**config.mk**
```make
export PLATFORM = sky130hd
export DESIGN_NAME = io_port_responder_flat
export DESIGN_NICKNAME = d
export VERILOG_FILES = /design/src/rtl/io_map_pkg.sv /design/src/rtl/io_port_responder_if.sv /design/src/rtl/io_timer.sv /design/src/rtl/io_port_responder.sv /design/src/flat_wrapper.sv
export SDC_FILE = /design/constraint.sdc
export NUM_CORES = 1
export LEC_CHECK = 0
export ABC_AREA = 1
export CAP_MARGIN = 20
export CORE_ASPECT_RATIO = 0.6
export CORE_MARGIN = 2
export CORE_UTILIZATION = 57
export DETAILED_ROUTE_END_ITERATION = 12
export GPL_ROUTABILITY_DRIVEN = 0
export PLACE_DENSITY_LB_ADDON = 0.15
export SYNTH_ARGS = -nofsm -noshare
export SYNTH_HDL_FRONTEND = slang
export SYNTH_SLANG_ARGS = --single-unit
```
**constraint.sdc**
```tcl
create_clock -name CLK -period 5.8 [get_ports CLK]
set_input_delay 1.16 -clock CLK [delete_from_list [all_inputs] [get_ports CLK]]
set_output_delay 1.16 -clock CLK [all_outputs]
set_load 0.05 [all_outputs]
```
**src/rtl/io_map_pkg.sv**
```systemverilog
// io_map_pkg: shared definitions for the port-mapped I/O responder.
//   - Port IDs for every readable/writable location on the MCU I/O bus.
//   - Bit positions inside the timer CTRL write byte.
//   - Timer state encoding, also exported as a debug/status signal.
// Optional feature macro referenced by users of this package: TIMER_PRESCALE_EN
package io_map_pkg;

  // Write-side IDs
  localparam logic [7:0] PID_LEDS     = 8'h40;
  localparam logic [7:0] PID_SSEG     = 8'h41;
  localparam logic [7:0] PID_TMR_LO   = 8'h50;
  localparam logic [7:0] PID_TMR_HI   = 8'h51;
  localparam logic [7:0] PID_TMR_CTRL = 8'h52;  // also the status read ID
  localparam logic [7:0] PID_BTN_CLR  = 8'h53;
  localparam logic [7:0] PID_TMR_PRE  = 8'h55;  // only mapped with TIMER_PRESCALE_EN

  // Read-side IDs
  localparam logic [7:0] PID_SWITCHES = 8'hFF;
  localparam logic [7:0] PID_BUTTONS  = 8'hFE;
  localparam logic [7:0] PID_TMR_CNT  = 8'h54;

  // CTRL byte bit positions
  localparam int CTRL_EN   = 0;
  localparam int CTRL_AUTO = 1;
  localparam int CTRL_ACK  = 2;

  typedef enum logic {
    TMR_IDLE = 1'b0,
    TMR_RUN  = 1'b1
  } tmr_state_t;

endpackage

```
**src/rtl/io_port_responder_if.sv**
```systemverilog
// io_port_responder_if: MCU port-mapped I/O bus.
//   PORT_ID  : port address driven by the MCU
//   OUT_PORT : write data driven by the MCU
//   IO_STRB  : write strobe, driven by the MCU
//   IN_PORT  : read data returned by the responder
//   INT_R    : level interrupt request returned by the responder
// Transfer rules: a write is accepted on every rising clock edge where
// IO_STRB=1; there is no ready/back-pressure, the responder always accepts,
// and IO_STRB is high for exactly one cycle per OUT instruction. Reads are
// combinational: IN_PORT reflects PORT_ID in the same cycle and has no side
// effects.
interface io_port_responder_if;
  logic [7:0] PORT_ID;
  logic [7:0] OUT_PORT;
  logic       IO_STRB;
  logic [7:0] IN_PORT;
  logic       INT_R;

  modport master (output PORT_ID, OUT_PORT, IO_STRB, input IN_PORT, INT_R);
  modport slave  (input PORT_ID, OUT_PORT, IO_STRB, output IN_PORT, INT_R);
endinterface

```
**src/rtl/io_timer.sv**
```systemverilog
// io_timer: programmable down-counter with sticky expiry flag.
//   clk, rst         : clock, async active-high reset
//   wr_lo/wr_hi      : decoded writes of reload[7:0] / reload[TIMER_W-1:8]
//   wr_ctrl          : decoded CTRL write (EN / AUTO / ACK)
//   wr_pre, prescale : prescale register write / value (TIMER_PRESCALE_EN only)
//   wr_data          : write data byte
//   count_lo         : count[7:0] for the read mux
//   autoreload       : stored AUTO bit
//   expired          : sticky expiry flag (interrupt source)
//   state            : TMR_IDLE / TMR_RUN, the timer state (running flag)
// Optional feature: TIMER_PRESCALE_EN adds an 8-bit prescaler so the timer
// steps once every prescale+1 cycles.
module io_timer
  import io_map_pkg::*;
#(
  parameter int TIMER_W = 16
) (
  input  logic       clk,
  input  logic       rst,
  input  logic       wr_lo,
  input  logic       wr_hi,
  input  logic       wr_ctrl,
`ifdef TIMER_PRESCALE_EN
  input  logic       wr_pre,
  output logic [7:0] prescale,
`endif
  input  logic [7:0] wr_data,
  output logic [7:0] count_lo,
  output logic       autoreload,
  output logic       expired,
  output tmr_state_t state
);

  logic [TIMER_W-1:0] reload;
  logic [TIMER_W-1:0] count;
  logic step;
  logic tick;
  logic at_zero;
  logic expire_now;

`ifdef TIMER_PRESCALE_EN
  logic [7:0] pre_cnt;
  // The timer advances only on the cycle the prescale counter wraps.
  assign step = (pre_cnt == prescale);
`else
  assign step = 1'b1;
`endif

  assign tick       = (state == TMR_RUN) && step;
  assign at_zero    = (count == '0);
  assign expire_now = tick && at_zero;
  assign count_lo   = count[7:0];

  always_ff @(posedge clk or posedge rst) begin
    if (rst) begin
      reload     <= '0;
      count      <= '0;
      state      <= TMR_IDLE;
      autoreload <= 1'b0;
      expired    <= 1'b0;
`ifdef TIMER_PRESCALE_EN
      prescale   <= 8'h00;
      pre_cnt    <= 8'h00;
`endif
    end else begin
      // Reload writes never touch the in-flight count.
      if (wr_lo) reload[7:0] <= wr_data;
      if (wr_hi) reload[TIMER_W-1:8] <= wr_data[TIMER_W-9:0];

`ifdef TIMER_PRESCALE_EN
      if (wr_pre) prescale <= wr_data;
      if (state == TMR_RUN) pre_cnt <= step ? 8'h00 : pre_cnt + 8'h01;
`endif

      if (tick) begin
        if (!at_zero) begin
          count <= count - TIMER_W'(1);
        end else begin
          expired <= 1'b1;
          if (autoreload) count <= reload;
          else            state <= TMR_IDLE;
        end
      end

      // CTRL is applied after the step so EN/stop override the count update;
      // an expiry in the same cycle beats ACK.
      if (wr_ctrl) begin
        autoreload <= wr_data[CTRL_AUTO];
        if (wr_data[CTRL_ACK] && !expire_now) expired <= 1'b0;
        if (wr_data[CTRL_EN]) begin
          count <= reload;
          state <= TMR_RUN;
`ifdef TIMER_PRESCALE_EN
          pre_cnt <= 8'h00;
`endif
        end else begin
          count <= count;
          state <= TMR_IDLE;
        end
      end
    end
  end

endmodule

```
**src/rtl/io_port_responder.sv**
```systemverilog
// io_port_responder: peripheral side of the MCU port-mapped I/O bus.
//   CLK, RESET : clock, async active-high reset
//   bus        : io_port_responder_if.slave (PORT_ID, OUT_PORT, IO_STRB in;
//                IN_PORT, INT_R out)
//   SWITCHES   : quasi-static board switches (read at 0xFF)
//   BUTTONS    : raw async pushbuttons, synchronized and edge-latched (0xFE)
//   LEDS       : LED register (0x40)
//   SSEG_DATA  : seven-segment register (0x41)
// Timer lives in io_timer. Optional feature macro: TIMER_PRESCALE_EN
// (adds prescale register at 0x55).
// TIMER_W must be 9..16; SYNC_STAGES must be >= 2.
module io_port_responder
  import io_map_pkg::*;
#(
  parameter int TIMER_W     = 16,
  parameter int SYNC_STAGES = 2
) (
  input  logic                CLK,
  input  logic                RESET,
  io_port_responder_if.slave  bus,
  input  logic [7:0]          SWITCHES,
  input  logic [3:0]          BUTTONS,
  output logic [7:0]          LEDS,
  output logic [7:0]          SSEG_DATA
);

  logic wr_leds, wr_sseg, wr_lo, wr_hi, wr_ctrl, wr_btn_clr;
  assign wr_leds    = bus.IO_STRB && (bus.PORT_ID == PID_LEDS);
  assign wr_sseg    = bus.IO_STRB && (bus.PORT_ID == PID_SSEG);
  assign wr_lo      = bus.IO_STRB && (bus.PORT_ID == PID_TMR_LO);
  assign wr_hi      = bus.IO_STRB && (bus.PORT_ID == PID_TMR_HI);
  assign wr_ctrl    = bus.IO_STRB && (bus.PORT_ID == PID_TMR_CTRL);
  assign wr_btn_clr = bus.IO_STRB && (bus.PORT_ID == PID_BTN_CLR);

  logic [7:0] count_lo;
  logic       autoreload;
  logic       expired;
  tmr_state_t tmr_state;
`ifdef TIMER_PRESCALE_EN
  logic       wr_pre;
  logic [7:0] prescale;
  assign wr_pre = bus.IO_STRB && (bus.PORT_ID == PID_TMR_PRE);
`endif

  io_timer #(.TIMER_W(TIMER_W)) u_timer (
    .clk        (CLK),
    .rst        (RESET),
    .wr_lo      (wr_lo),
    .wr_hi      (wr_hi),
    .wr_ctrl    (wr_ctrl),
`ifdef TIMER_PRESCALE_EN
    .wr_pre     (wr_pre),
    .prescale   (prescale),
`endif
    .wr_data    (bus.OUT_PORT),
    .count_lo   (count_lo),
    .autoreload (autoreload),
    .expired    (expired),
    .state      (tmr_state)
  );

  // Button synchronizer, rising-edge detect and sticky latch.
  logic [3:0] sync_q [SYNC_STAGES];
  logic [3:0] btn_prev;
  logic [3:0] btn_latch;
  logic [3:0] btn_rise;
  logic [3:0] clr_mask;

  assign btn_rise = sync_q[SYNC_STAGES-1] & ~btn_prev;
  assign clr_mask = wr_btn_clr ? bus.OUT_PORT[3:0] : 4'h0;

  always_ff @(posedge CLK or posedge RESET) begin
    if (RESET) begin
      for (int i = 0; i < SYNC_STAGES; i++) sync_q[i] <= 4'h0;
      btn_prev  <= 4'h0;
      btn_latch <= 4'h0;
      LEDS      <= 8'h00;
      SSEG_DATA <= 8'h00;
    end else begin
      sync_q[0] <= BUTTONS;
      for (int i = 1; i < SYNC_STAGES; i++) sync_q[i] <= sync_q[i-1];
      btn_prev  <= sync_q[SYNC_STAGES-1];
      // OR-ing the rise after the clear lets a same-cycle edge win.
      btn_latch <= (btn_latch & ~clr_mask) | btn_rise;
      if (wr_leds) LEDS      <= bus.OUT_PORT;
      if (wr_sseg) SSEG_DATA <= bus.OUT_PORT;
    end
  end

  logic [7:0] rd_data;
  always_comb begin
    rd_data = 8'h00;
    case (bus.PORT_ID)
      PID_SWITCHES: rd_data = SWITCHES;
      PID_BUTTONS:  rd_data = {4'h0, btn_latch};
      PID_TMR_CTRL: rd_data = {5'b0, autoreload, (tmr_state == TMR_RUN), expired};
      PID_TMR_CNT:  rd_data = count_lo;
`ifdef TIMER_PRESCALE_EN
      PID_TMR_PRE:  rd_data = prescale;
`endif
      default:      rd_data = 8'h00;
    endcase
  end

  assign bus.IN_PORT = rd_data;
  assign bus.INT_R   = expired;  // straight from the flop

endmodule

```
**src/flat_wrapper.sv**
```systemverilog
// flat-port wrapper written by rule: the top's interface ports become plain ports
module io_port_responder_flat import io_map_pkg::*;
#(
  parameter int TIMER_W     = 16,
  parameter int SYNC_STAGES = 2
)
  (CLK, RESET, SWITCHES, BUTTONS, LEDS, SSEG_DATA, bus_PORT_ID, bus_OUT_PORT, bus_IO_STRB, bus_IN_PORT, bus_INT_R);
  io_port_responder_if bus_i ();
  input  logic CLK;
  input  logic RESET;
  input  logic [7:0] SWITCHES;
  input  logic [3:0] BUTTONS;
  output logic [7:0] LEDS;
  output logic [7:0] SSEG_DATA;
  input wire logic [$bits(bus_i.PORT_ID)-1:0] bus_PORT_ID;
  input wire logic [$bits(bus_i.OUT_PORT)-1:0] bus_OUT_PORT;
  input wire logic [$bits(bus_i.IO_STRB)-1:0] bus_IO_STRB;
  output wire logic [$bits(bus_i.IN_PORT)-1:0] bus_IN_PORT;
  output wire logic [$bits(bus_i.INT_R)-1:0] bus_INT_R;
  assign bus_i.PORT_ID = bus_PORT_ID;
  assign bus_i.OUT_PORT = bus_OUT_PORT;
  assign bus_i.IO_STRB = bus_IO_STRB;
  assign bus_IN_PORT = bus_i.IN_PORT;
  assign bus_INT_R = bus_i.INT_R;
  io_port_responder #(.TIMER_W(TIMER_W), .SYNC_STAGES(SYNC_STAGES)) u_core (.CLK(CLK), .RESET(RESET), .bus(bus_i), .SWITCHES(SWITCHES), .BUTTONS(BUTTONS), .LEDS(LEDS), .SSEG_DATA(SSEG_DATA));
endmodule
```
[Word-level counts from Yosys, hierarchy flattened]
Cells that the tools add are included.
W data, S select, Z words.
Storage, ports and cells
  word-level logic and storage cells: 57
  bits in latches: 0
  bits in read-only memories: 0
  bits in writable memories: 0
  memories kept: 0
  flip-flop bits (word level): 67
  output and inout bits: 25
  input port bits: 31
Operators by class
  eq/ne operators: 11
  $lt $le $gt $ge: 0
  mux-type cells: 16
  reductions and logical operators: 12
  bitwise operators: 5
  add/sub/neg operators: 1
  multipliers: 0
  shift-type cells: 0
  div/mod/pow operators: 0
Operators with widths (count)
  $mux W16: 5
  $eq A8 B7 Y1 const B: 7
  $pmux W8 S4: 1
  $eq A8 B8 Y1 const B: 2
  $logic_not A16 Y1: 1
  $sub A16 B1 Y16 const B: 1
  $mux W1: 9
  $and A4 B4 Y4: 2
  $logic_and A1 B1 Y1: 8
  $not A4 Y4: 2
  $mux W4: 1
  $or A4 B4 Y4: 1
  $ne A3 B3 Y1 const B: 1
  $reduce_and A3 Y1: 1
  $ne A2 B2 Y1 const B: 1
  $reduce_bool A2 Y1: 1
  $logic_not A1 Y1: 1

[Logic depth before layout (Yosys ltp)]
  word-level depth: 6
  mapped depth: 12
  mapped depth without buffers: 11

[Hierarchy]
A second synthesis with hierarchy kept.
Unflattened totals
  cells, all modules: 449
  area total of the unflattened synthesis: 3633.5 um2
By module, submodules not included
  io_timer: instances 1, area an instance 2058.2 um2, sequential area each 875.8 um2, cells each 269
  io_port_responder: instances 1, area an instance 1575.3 um2, sequential area each 800.8 um2, cells each 180

[Worst setup path before layout]
No wires, ideal clock.
  kind: input -> output
  start point: input port bus_PORT_ID[6]
  end point: output port bus_IN_PORT[0]
  data required time: 4.640 ns
  cell stages on the path: 4
  data arrival time: 2.662 ns
  path buffers: 0
  slack: 1.978 ns
  cell sequence: nand2_1 -> nor2_1 -> nand3_1 -> o21ai_0
Between the ends
  word-level cells in the longest chain between the ends: 2
  elaborated cells between the ends (all ways): 5
RTL lines
  from (decl): RTL line flat_wrapper.sv:15  | input wire logic [$bits(bus_i.PORT_ID)-1:0] bus_PORT_ID;
  $eq A8 B7 Y1 or $eq A8 B8 Y1 (tied branches): RTL line io_port_responder.sv:93  | case (bus.PORT_ID)
  $pmux W8 S4 (*): RTL line io_port_responder.sv:93
  to (decl): RTL line flat_wrapper.sv:18  | output wire logic [$bits(bus_i.IN_PORT)-1:0] bus_IN_PORT;
Mark *: on every way between the ends. The rest lies on a longest branch, timed or not.

[Worst setup path in the final report]
Ends and elaborated chain as after synthesis.

==> summary.md <==
| Metric | Value |
|---|---|
| Starting density of the core | 0.591 |
| Initial drt markers | 246 |
| Wire per inst | 14.2 µm |
| Num CTS Buffers | 9 |
| Slew HR | 0.451 |
| Antenna diodes | 0 |
| Finish-stage setup viols | 0 |
| Antenna violations before repair | 0 |
| Synth Net Count | 444 |
| Die footprint | 6420 µm² |
| Die Wd | 102 µm |
| Post-DP HPWL | 5.72 mm |
| CTS tree | yes |
| Highest ir drop seen on vdd | 232 µV |
| Synthesized flop and latch total | 67 |
| Netlist cell types | 30 |
| Hold Vio Cnt, Final | 0 |
| Mean Syn Cell Area | 8.02 µm² |
| Global-route wire length before repair | 13.1 mm |
| Core Rows | 21 |
| Post-Syn Area | 3290 µm² |
| Post-Syn Instances | 411 |
| Arrival time worst endpoint | 3490 ps |
| Die Y | 62.9 µm |
| DRC viols | 0 |
| Final period util | 0.802 |
| Critical path class | input pin to primary output |
| Placed cell area | 3870 µm² |
| YS warnings | 0 |
| Critical Path Source Type | input pin |
| Cts hold-fix bufs | 0 |
| Hold Path Class | flip-flop to flip-flop |
| Status | finished, final reports clean |
| Max Slew Vio Count | 0 |
| Drt pass-1 iters | 5 |
| CTS max path bufs | 2 |
| Fillers | 445 |
| PostCTS Resize Cnt | 0 |
| Worst Setup End Kind | primary output |
| Root Driver | clkbuf_8 |
| Worst-path clk slew | 60 ps |
| Synth area leader | dfrtp_1 |
| Area contributors post-synth | dfrtp_1, nand2_1, o21ai_0 |
| PortBufs | 55 |
| Synthesis-to-finish area growth | 22.3% |
| Pwr per Cell Area | 413 nW/µm² |
| Worst-margin pin slew | 824 ps |
| Crit path max fanout | 8 |
| Min cycle time layout | 4650 ps |
| Proportion of layout cells with a drive suffix above 1 | 0.0699 |
| Vias in the first global route | 2,601 |
| H-tree levels | 3 |
| RSZ-0062 raised after global routing | no |
| # Post-CTS Setup Buffers | 0 |
| Global route overflow | 0 |
| Core area | 5570 µm² |
| Via count | 2,911 |
| Clk sinks | 67 |
| Total GRT Usage | 0.271 |
| Largest net degree at the start of global routing | 68 |
| Final instance area | 4030 µm² |
| Setup Skew | 6.31 ps |
| Synth top area share | 0.509 |
| Clk_lat worst skew | 350 ps |
| # nets final | 500 |
| Fmax | 215 MHz |
| Ports | 56 |
| Setup TNS | 0 ps |
| Leakage power | 1.93 nW |
| Vias per Instance | 5.27 |
| # Max-Cap Violations | 0 |
| Routed Antenna Nets | 0 |
| Sequential-to-total area share from yosys stat | 0.509 |
| Routed wire length | 7.83 mm |
| WP data required | 4640 ps |
metal layers:
metal	track usage	routed length, µm	vias up
met5	0	0	-
met3	0.0817	748	13
li1	-	-	1422
met4	0.0750	120	0
met2	0.385	3340	129
met1	0.404	3620	1347
sequential cells by signal (all words and copies together) (netlist names):
name                       count
u_core.u_timer.state           1
u_core.btn_prev                4
u_core.btn_latch               4
u_core.SSEG_DATA               8
u_core.u_timer.autoreload      1
u_core.sync_q                  8
u_core.u_timer.reload         16
u_core.u_timer.expired         1
u_core.u_timer.count          16
u_core.LEDS                    8
logic make-up (layout without fill, tap and decap cells):
family | after synthesis | count (layout) | share of synthesized area
xor gates and xnor gates | 4 | 4 | 0.0106
adders and majority gates | 2 | 2 | 0.00759
and+or+nand+nor | 213 | 213 | 0.289
buffers and inverters | 63 | 124 | 0.0854
DFF | 67 | 67 | 0.509
AOI/OAI and AO/OA | 62 | 62 | 0.0980
metrics by stage:
| step | hold WS [ps] | utilization | total power, mW | instances | setup WS, ps |
|---|---|---|---|---|---|
| after floorplan | 331 | - | 1.18 | 411 | 1980 |
| after global placement | 336 | 0.694 | 1.30 | 536 | 1270 |
| after detailed placement | 339 | 0.694 | 1.32 | 536 | 1160 |
| after CTS | 356 | 0.723 | 1.64 | 552 | 1150 |
| after global routing | 358 | 0.723 | 1.79 | 552 | 957 |
| final | 355 | 0.723 | 1.66 | 552 | 1150 |
path summary, 6_finish.rpt:
path / endpoint / slack (ps) / depth (start not counted) / start
setup / recovery: bus_IN_PORT[0] / 1150 / 10 / bus_PORT_ID[6]
hold / removal: u_core.sync_q[1] / 360 / 0 / u_core.sync_q[5]
setup reg to reg: u_core.u_timer.count[0] / 3620 / 9 / u_core.u_timer.count[0]
hold reg to reg: u_core.sync_q[1] / 360 / 0 / u_core.sync_q[5]
max in group asynchronous: u_core.u_timer.count[15] / 3890 / 3 / RESET
min in group asynchronous: u_core.u_timer.expired / 1370 / 3 / RESET
cell usage after synthesis:
cell type,instances
nor2_1,32
buf_12,1
buf_4,2
and3b_1,1
o22ai_1,4
nand2_2,6
nor2_2,2
buf_2,2
xnor2_1,1
buf_8,1
nand2_4,2
nand3_2,2
dfrtp_1,67
nand3_1,40
o2111ai_1,1
nand4_1,2
inv_1,51
a21oi_1,2
nand3b_1,4
buf_6,1
xor2_1,3
o221ai_1,1
o21ai_0,51
nand2_1,118
clkbuf_1,4
nor4_2,1
ha_1,2
inv_2,1
o21ai_1,3
nor2_4,3
critical path, stage by stage:
cell and delay [ps]:
clkdlybuf4s50_1 490, nand2_1 120, inv_1 70, nand2_1 110, inv_1 90, nand3_1 230
o21ai_0 250, a21oi_1 60, o21ai_0 90, clkdlybuf4s50_1 820
where the power goes:
part / switching (mW) / internal, mW / leakage [nW]
sequential: 0.0719 / 0.536 / 0.867
combinational: 0.480 / 0.248 / 0.985
clock: 0.174 / 0.153 / 0.0791
area by class of cell:
type / count / area [µm²] / area share
flip-flops and latches: 67 / 1680 / 0.416
multi-input cells: 281 / 1340 / 0.332
repair buffers: 56 / 558 / 0.139
inverters: 52 / 195 / 0.0485
clock buffers: 11 / 131 / 0.0326
well taps: 80 / 100 / 0.0249
clock inverters: 5 / 30.0 / 0.00746
cell usage in the layout (no fill, tap or decap), types with 3 or more instances in the layout:
cell / n
inv_1: 50
xor2_1: 3
o22ai_1: 4
clkdlybuf4s50_1: 55
o21ai_0: 51
clkbuf_8: 9
dfrtp_1: 67
nor2_4: 3
nand2_2: 6
clkinv_2: 3
nor2_1: 32
nand3b_1: 4
o21ai_1: 3
nand2_1: 118
nand3_1: 40
Note: power is estimated with default switching activity, not from simulation.
